## config.mk

```make
export PLATFORM = sky130hd
export DESIGN_NAME = sram_access_ctrl_flat
export DESIGN_NICKNAME = d
export VERILOG_FILES = /design/src/rtl/sram_access_ctrl_if.sv /design/src/rtl/sram_access_ctrl.sv /design/src/flat_wrapper.sv
export SDC_FILE = /design/constraint.sdc
export NUM_CORES = 1
export LEC_CHECK = 0
export CORE_MARGIN = 2
export CORE_UTILIZATION = 48
export CTS_BUF_LIST = sky130_fd_sc_hd__clkbuf_8
export DETAILED_ROUTE_END_ITERATION = 10
export PLACE_DENSITY_LB_ADDON = 0.12
export SYNTH_ARGS = -nofsm -noshare
export SYNTH_HDL_FRONTEND = slang
export SYNTH_SLANG_ARGS = --single-unit
```

## constraint.sdc

```tcl
create_clock -name clk -period 5.5 [get_ports clk]
set_clock_uncertainty 0.05 [all_clocks]
set_input_delay 1.1 -clock clk [delete_from_list [all_inputs] [get_ports clk]]
set_output_delay 1.1 -clock clk [all_outputs]
set_load 0.05 [all_outputs]
```

## src/rtl/sram_access_ctrl_if.sv

```systemverilog
// rtl/sram_access_ctrl_if.sv - MEM-stage request bus and external 16-bit SRAM pins
interface sram_access_ctrl_if #(
    parameter int ADDR_W = 18
) ();
    logic              rd_en;
    logic              wr_en;
    logic [31:0]       address;
    logic [31:0]       write_data;
    logic [31:0]       read_data;
    logic              ready;
    logic [ADDR_W-1:0] sram_addr;
    logic [15:0]       sram_dq_out;
    logic              sram_dq_oe;
    logic [15:0]       sram_dq_in;
    logic              sram_we_n;
    logic              sram_oe_n;

    // master: pipeline side plus the SRAM device; slave: the controller
    modport master (
        output rd_en, wr_en, address, write_data, sram_dq_in,
        input  read_data, ready, sram_addr, sram_dq_out, sram_dq_oe, sram_we_n, sram_oe_n
    );

    modport slave (
        input  rd_en, wr_en, address, write_data, sram_dq_in,
        output read_data, ready, sram_addr, sram_dq_out, sram_dq_oe, sram_we_n, sram_oe_n
    );
endinterface

```

## src/rtl/sram_access_ctrl.sv

```systemverilog
// rtl/sram_access_ctrl.sv - 32-bit load/store as two wait-stated 16-bit SRAM transfers
module sram_access_ctrl #(
    parameter int ADDR_W      = 18,
    parameter int WAIT_CYCLES = 2,    // 1..15
    parameter int BASE_ADDR   = 1024
) (
    input  logic               clk,
    input  logic               rst,
    sram_access_ctrl_if.slave  bus
);

    typedef enum logic [1:0] {
        IDLE,
        LO,
        HI,
        DONE
    } state_t;

    state_t      state;
    state_t      state_next;
    logic [3:0]  cnt;
    logic        op_wr;
    logic [31:0] wdata_q;
    logic [31:0] offset;
    logic        req;
    logic        phase_last;
    logic        unused_bits;

    assign offset      = bus.address - 32'(BASE_ADDR);
    assign req         = bus.rd_en | bus.wr_en;
    assign phase_last  = (cnt == 4'(WAIT_CYCLES - 1));
    assign unused_bits = ^{offset[31:ADDR_W+1], offset[1:0]};

    // Low half is presented outside HI too; the bus is only driven when dq_oe is set.
    assign bus.sram_dq_out = (state == HI) ? wdata_q[31:16] : wdata_q[15:0];

    always_ff @(posedge clk or negedge rst) begin
        if (!rst) begin
            state <= IDLE;
        end else begin
            state <= state_next;
        end
    end

    always_comb begin
        state_next     = state;
        bus.ready      = 1'b0;
        bus.sram_we_n  = 1'b1;
        bus.sram_oe_n  = 1'b1;
        bus.sram_dq_oe = 1'b0;
        case (state)
            IDLE: begin
                bus.ready = ~req;
                if (req) begin
                    state_next = LO;
                end
            end
            LO, HI: begin
                if (phase_last) begin
                    state_next = (state == LO) ? HI : DONE;
                end
                if (op_wr) begin
                    bus.sram_dq_oe = 1'b1;
                    // last cycle of the phase is a data hold cycle unless the phase is one cycle long
                    bus.sram_we_n  = phase_last && (WAIT_CYCLES != 1);
                end else begin
                    bus.sram_oe_n  = 1'b0;
                end
            end
            DONE: begin
                bus.ready  = 1'b1;
                state_next = IDLE;
            end
            default: state_next = IDLE;
        endcase
    end

    always_ff @(posedge clk or negedge rst) begin
        if (!rst) begin
            cnt           <= 4'd0;
            op_wr         <= 1'b0;
            wdata_q       <= 32'd0;
            bus.sram_addr <= '0;
            bus.read_data <= 32'd0;
        end else begin
            case (state)
                IDLE: begin
                    cnt <= 4'd0;
                    if (req) begin
                        op_wr         <= bus.wr_en;
                        wdata_q       <= bus.write_data;
                        bus.sram_addr <= {offset[ADDR_W:2], 1'b0};
                    end
                end
                LO: begin
                    if (phase_last) begin
                        cnt           <= 4'd0;
                        bus.sram_addr <= {bus.sram_addr[ADDR_W-1:1], 1'b1};
                        if (!op_wr) begin
                            bus.read_data[15:0] <= bus.sram_dq_in;
                        end
                    end else begin
                        cnt <= cnt + 4'd1;
                    end
                end
                HI: begin
                    if (phase_last) begin
                        cnt <= 4'd0;
                        if (!op_wr) begin
                            bus.read_data[31:16] <= bus.sram_dq_in;
                        end
                    end else begin
                        cnt <= cnt + 4'd1;
                    end
                end
                default: cnt <= 4'd0;
            endcase
        end
    end

endmodule

```

## src/flat_wrapper.sv

```systemverilog
// flat-port wrapper written by rule: the top's interface ports become plain ports
module sram_access_ctrl_flat 
#(
    parameter int ADDR_W      = 18,
    parameter int WAIT_CYCLES = 2,            
    parameter int BASE_ADDR   = 1024
)
  (clk, rst, bus_rd_en, bus_wr_en, bus_address, bus_write_data, bus_sram_dq_in, bus_read_data, bus_ready, bus_sram_addr, bus_sram_dq_out, bus_sram_dq_oe, bus_sram_we_n, bus_sram_oe_n);
  sram_access_ctrl_if #(.ADDR_W(ADDR_W)) bus_i ();
  input  logic clk;
  input  logic rst;
  input wire logic [$bits(bus_i.rd_en)-1:0] bus_rd_en;
  input wire logic [$bits(bus_i.wr_en)-1:0] bus_wr_en;
  input wire logic [$bits(bus_i.address)-1:0] bus_address;
  input wire logic [$bits(bus_i.write_data)-1:0] bus_write_data;
  input wire logic [$bits(bus_i.sram_dq_in)-1:0] bus_sram_dq_in;
  output wire logic [$bits(bus_i.read_data)-1:0] bus_read_data;
  output wire logic [$bits(bus_i.ready)-1:0] bus_ready;
  output wire logic [$bits(bus_i.sram_addr)-1:0] bus_sram_addr;
  output wire logic [$bits(bus_i.sram_dq_out)-1:0] bus_sram_dq_out;
  output wire logic [$bits(bus_i.sram_dq_oe)-1:0] bus_sram_dq_oe;
  output wire logic [$bits(bus_i.sram_we_n)-1:0] bus_sram_we_n;
  output wire logic [$bits(bus_i.sram_oe_n)-1:0] bus_sram_oe_n;
  assign bus_i.rd_en = bus_rd_en;
  assign bus_i.wr_en = bus_wr_en;
  assign bus_i.address = bus_address;
  assign bus_i.write_data = bus_write_data;
  assign bus_i.sram_dq_in = bus_sram_dq_in;
  assign bus_read_data = bus_i.read_data;
  assign bus_ready = bus_i.ready;
  assign bus_sram_addr = bus_i.sram_addr;
  assign bus_sram_dq_out = bus_i.sram_dq_out;
  assign bus_sram_dq_oe = bus_i.sram_dq_oe;
  assign bus_sram_we_n = bus_i.sram_we_n;
  assign bus_sram_oe_n = bus_i.sram_oe_n;
  sram_access_ctrl #(.ADDR_W(ADDR_W), .WAIT_CYCLES(WAIT_CYCLES), .BASE_ADDR(BASE_ADDR)) u_core (.clk(clk), .rst(rst), .bus(bus_i));
endmodule
```

# Yosys cells after proc, flatten, opt, wreduce, memory -nomap -nowiden
# Index checks and enable logic that the tools add are counted.
[word_totals]
output_inout_bits = 70
in_bits = 84
elab_cells = 46
reg_bits = 89
[op_classes]
addsub = 2
n_bitwise = 4
n_eq_ne = 7
n_reduce_logical = 9
muxes = 16
[ops]
columns = ["cell", "count"]
rows = [
  ["18-bit one-hot mux with 2 select lines", 1],
  ["19-bit by 11-bit subtractor with 19-bit output (second input constant)", 1],
  ["18-bit two-way mux", 1],
  ["16-bit two-way mux", 1],
  ["3-bit AND reduction", 4],
  ["4-bit two-way mux", 2],
  ["1-bit two-way mux", 7],
  ["2-bit by 1-bit != test with 1-bit output (second input constant)", 3],
  ["2-bit one-hot mux with 3 select lines", 1],
  ["4-bit by 1-bit adder with 4-bit output (second input constant)", 1],
  ["2-bit equality test (second input constant)", 2],
  ["4-bit by 1-bit equality test with 1-bit output (second input constant)", 1],
  ["2-bit two-way mux", 2],
  ["2-bit AND reduction", 2],
  ["1-bit inverter", 3],
  ["2-bit by 1-bit equality test with 1-bit output (second input constant)", 1],
  ["2-bit logical NOT", 1],
  ["1-bit one-hot mux with 2 select lines", 1],
  ["2-bit nonzero test", 1],
  ["2-bit OR reduction", 1],
  ["1-bit bitwise OR", 1],
]

# Longest topological paths before layout
[logic_depth]
depth_word = 4
mapped_depth = 7
ltp_nobuf = 5

# Worst setup path before layout
# OpenSTA, ideal clock, no wires.
[synth_timing]
path_type = "input -> output"
start = "input port bus_wr_en"
end = "output port bus_ready"
required_time_ns = 4.350
t_arrival_ns = 2.207
cell_stages = 3
path_buffers = 0
path_slack_ns = 2.143
path_cell_list = "nor3b_1 > nor2_1 > nor2_1"
[synth_between]
elab_chain_len = 3
[synth_rtl]
columns = ["element", "line_no", "source"]
rows = [
  ["start, declared", "flat_wrapper.sv:13", "input wire logic [$bits(bus_i.wr_en)-1:0] bus_wr_en;"],
  ["1-bit bitwise OR", "sram_access_ctrl.sv:30", "assign req = bus.rd_en | bus.wr_en;"],
  ["1-bit inverter", "sram_access_ctrl.sv:53", "bus.ready = ~req;"],
  ["1-bit one-hot mux with 2 select lines", "sram_access_ctrl.sv:51", "case (state)"],
  ["end, declared", "flat_wrapper.sv:18", "output wire logic [$bits(bus_i.ready)-1:0] bus_ready;"],
]
# Every way passes these cells.

# Worst setup path after layout
# Ends and elaborated chain as after synthesis.

==> results.cfg <==
[die]
die_area_um2 = 8799
ios = 154
rows = 32
die_y_um = 93.81
core_area_um2 = 7767
die_x_um = 93.81
initial_core_util = 0.4984

[sta]
max_freq_mhz = 236.4
fin_crit_sh = 0.7692
max_slew_margin = 0.2660
rsz0062_at_grt = no
final_hold_viol_count = 0
tns_ns = 0
tightest_slew_ns = 1.101
report.final.setup_viol = 0
maxSlewViolCount = 0
period_needed_ns = 4.230
layout_setup_ws_ns = 1.270

[power_and_ir_drop]
pwr-share-comb = 0.605
p_int_uw = 2153
power_density_nw_per_um2 = 731.2
worst_ir_drop_vdd_uv = 474.8
pwr-share-seq = 0.281
swShare = 0.4680
power_frac_clock = 0.114
leakage_uw = 0.002322
switchingPower_uw = 1894

[yosys]
synthCells = 289
yosysSeqAreaShare = 0.5753
synthesis.nets = 380
synth_area_per_cell_um2 = 13.40
yosys_warnings = 0
syn_area_um2 = 3871
ys_ff_latch = 89
ys_types = 36

[critical_path]
cp_slowest_stage_delay_ns = 0.80
cp_num_buf_inv = 2
setup.worst_path.start = bus_wr_en
worst_path_max_delay_cell = clkdlybuf4s50_1
r2r-start = u_core.state[0]
criticalPathCategory = in2out
cp_top_family = buffers and inverters
critPathArrivalTime_ns = 3.08
end_kind = output port
cp-start-kind = input port
r2r_cells = 4
crit_required_ns = 4.35
crit_path_max_fanout = 5
crit_cells = 5
crit_chain = clkdlybuf4s50_1 -> nor3b_1 -> nor2_1 -> nor2_1 -> clkdlybuf4s50_1

[route]
wl_per_cell_um = 15.47
ant_nets = 0
num_vias = 2729
drt-total-wl_mm = 8.244
vias_per_cell = 5.120
drc = 0
initialDrtViolationCount = 141
detail_route.first_pass.iterations = 4

[cts]
cts_resized = 0
clockBufferDepth = 2
clock_latency_ns = 0.33
path_clk_slew_ns = 0.09
cts.sink_count = 89
hold_buffers = 0
cts_inserted_buffers = 9
htreeDepth = 3
root_buffer = clkbuf_8
postCtsSetupBuffers = 0
cts_tree = done

[cells_and_area]
drive_gt1_frac = 0.2413
finalNonFillerCells = 533
fin_nets = 517
fin_util = 0.7126
antenna_cells = 0
area_delta_synth_final_pct = 42.99
final_area_um2 = 5535
filler_cell_count = 546

[placement]
gp_congestion = 0.7828
dpl.cell_count = 517
io_buffers = 138
dpl.hpwl_mm = 5.831
placed_area_um2 = 5321
post-place-ws_ns = 1.297

[outcome]
status = finished, final reports clean

[grt]
grtUsageTotal = 0.1981
antenna_found_initial = 0
grt_first_pass_wirelength_mm = 13.72
grt_max_degree = 90
grt-ovfl-total = 0
grt_pass1_vias = 2868

[hold_path]
worstHoldStart = u_core.bus.sram_addr[3]
hold_path.class = reg2reg
whs_path_depth = 2

[job]
drv_cap = 0
==> placed cells by master (no fill, tap or decap), types with 2 or more instances in the layout <==
cell type        instances
buf_4                    2
xnor2_1                  4
nor3_1                   4
nand2_1                 25
inv_1                    7
o21ai_0                  8
and2_1                   3
a22o_1                   2
nand2_2                  2
clkdlybuf4s50_1        137
nor4_1                   2
nor3b_1                  4
mux2_2                  80
or3b_2                   2
a221o_1                  4
clkbuf_8                11
ha_1                     7
dfrtp_1                 89
a2111oi_0                2
nand2b_1                 4
nand3_1                  2
nor2_1                   9
o31ai_1                  4
clkinvlp_4               2
==> power groups by stage <==
| stage | registers (µW) | logic [µW] | clock network [µW] |
|---|---|---|---|
| detailed placement | 1150 | 2460 | 0 |
| global placement | 1130 | 2430 | 0 |
| finish | 1140 | 2450 | 462 |
| CTS | 1140 | 2470 | 479 |
| floorplan | 1740 | 1090 | 0 |
| global route | 1180 | 2580 | 511 |
==> layer usage <==
metal,share of wire,up-vias,GRT usage
met5,0,-,0
met4,0.0073,0,0.06280
met3,0.081,4,0.06340
met2,0.50,88,0.3244
met1,0.41,1343,0.2505
li1,-,1294,-
==> cell families after synthesis <==
family | Yosys count | synth area share
simple gates | 61 | 0.08274
xor+xnor | 4 | 0.009049
mux | 80 | 0.2327
buf+inv | 21 | 0.02715
fa+ha+maj | 7 | 0.02262
flops | 89 | 0.5753
compound gates | 27 | 0.05042
==> worst reg2reg max path, delay by kind of cell, from the launching register on <==
| kind | cells | cell delay (ns) |
|---|---|---|
| multiplexers | 1 | 0.43 |
| flip-flops | 1 | 0.41 |
| buffers and inverters | 1 | 0.12 |
| adder cells (fa/ha/maj) | 1 | 0.77 |
| AND/OR/NAND/NOR | 1 | 0.50 |
==> synth_stat cells (all sizes together) <==
| cell type | instances | area (µm²) |
|---|---|---|
| and3 | 1 | 6.260 |
| a221o | 4 | 40.04 |
| nand2b | 4 | 25.02 |
| or4 | 1 | 7.510 |
| and2 | 3 | 18.77 |
| o31ai | 4 | 30.03 |
| a31oi | 1 | 6.260 |
| o22ai | 1 | 6.260 |
| mux2 | 80 | 900.9 |
| clkbuf | 5 | 28.77 |
| nand2 | 27 | 106.4 |
| nor3b | 4 | 30.03 |
| nand3 | 2 | 10.01 |
| nor2 | 9 | 33.78 |
| buf | 8 | 46.29 |
| nor3 | 4 | 20.02 |
| or3b | 2 | 17.52 |
| a22o | 2 | 17.52 |
| ha | 7 | 87.58 |
| o22a | 1 | 8.760 |
| xnor2 | 4 | 35.03 |
| dfrtp | 89 | 2227 |
| nor4 | 2 | 12.51 |
| a21oi | 1 | 5.000 |
| a32o | 1 | 10.01 |
| inv | 7 | 26.28 |
| clkinv | 1 | 3.750 |
| a2111oi | 2 | 17.52 |
| a311oi | 1 | 8.760 |
| nor4b | 2 | 32.53 |
| o21ai | 9 | 45.04 |
==> path summary, 6_finish.rpt <==
kind / endpoint / slack, ns
max: bus_ready / 1.27
min: u_core.bus.sram_addr[3] / 0.43
max reg2reg: u_core.bus.read_data[28] / 3.12
min reg2reg: u_core.bus.sram_addr[3] / 0.43
max in group asynchronous: u_core.bus.read_data[9] / 3.78
min in group asynchronous: u_core.bus.sram_addr[7] / 0.90
==> registers in the layout, indices dropped and copies added, names as in the netlist <==
name	flops
u_core.cnt	4
u_core.op_wr	1
u_core.bus.sram_addr	18
u_core.bus.read_data	32
u_core.state	2
u_core.wdata_q	32
==> through the flow <==
stage | power, µW | hold slack [ns]
finish | 4047 | 0.4350
global route | 4267 | 0.4609
CTS | 4089 | 0.4416
detailed placement | 3611 | 0.4218
global placement | 3557 | 0.4114
floorplan | 2830 | 0.4074
==> layout make-up <==
type / count / area, µm² / share of cell area
clock buffer: 11 / 151.4 / 0.02735
clock inverter: 5 / 62.56 / 0.01130
inverter: 8 / 30.03 / 0.005425
multi-input combinational: 179 / 1550 / 0.2801
sequential: 89 / 2227 / 0.4024
tap: 102 / 127.6 / 0.02306
timing repair buffer: 139 / 1386 / 0.2505
(Power assumes the default switching activity.)
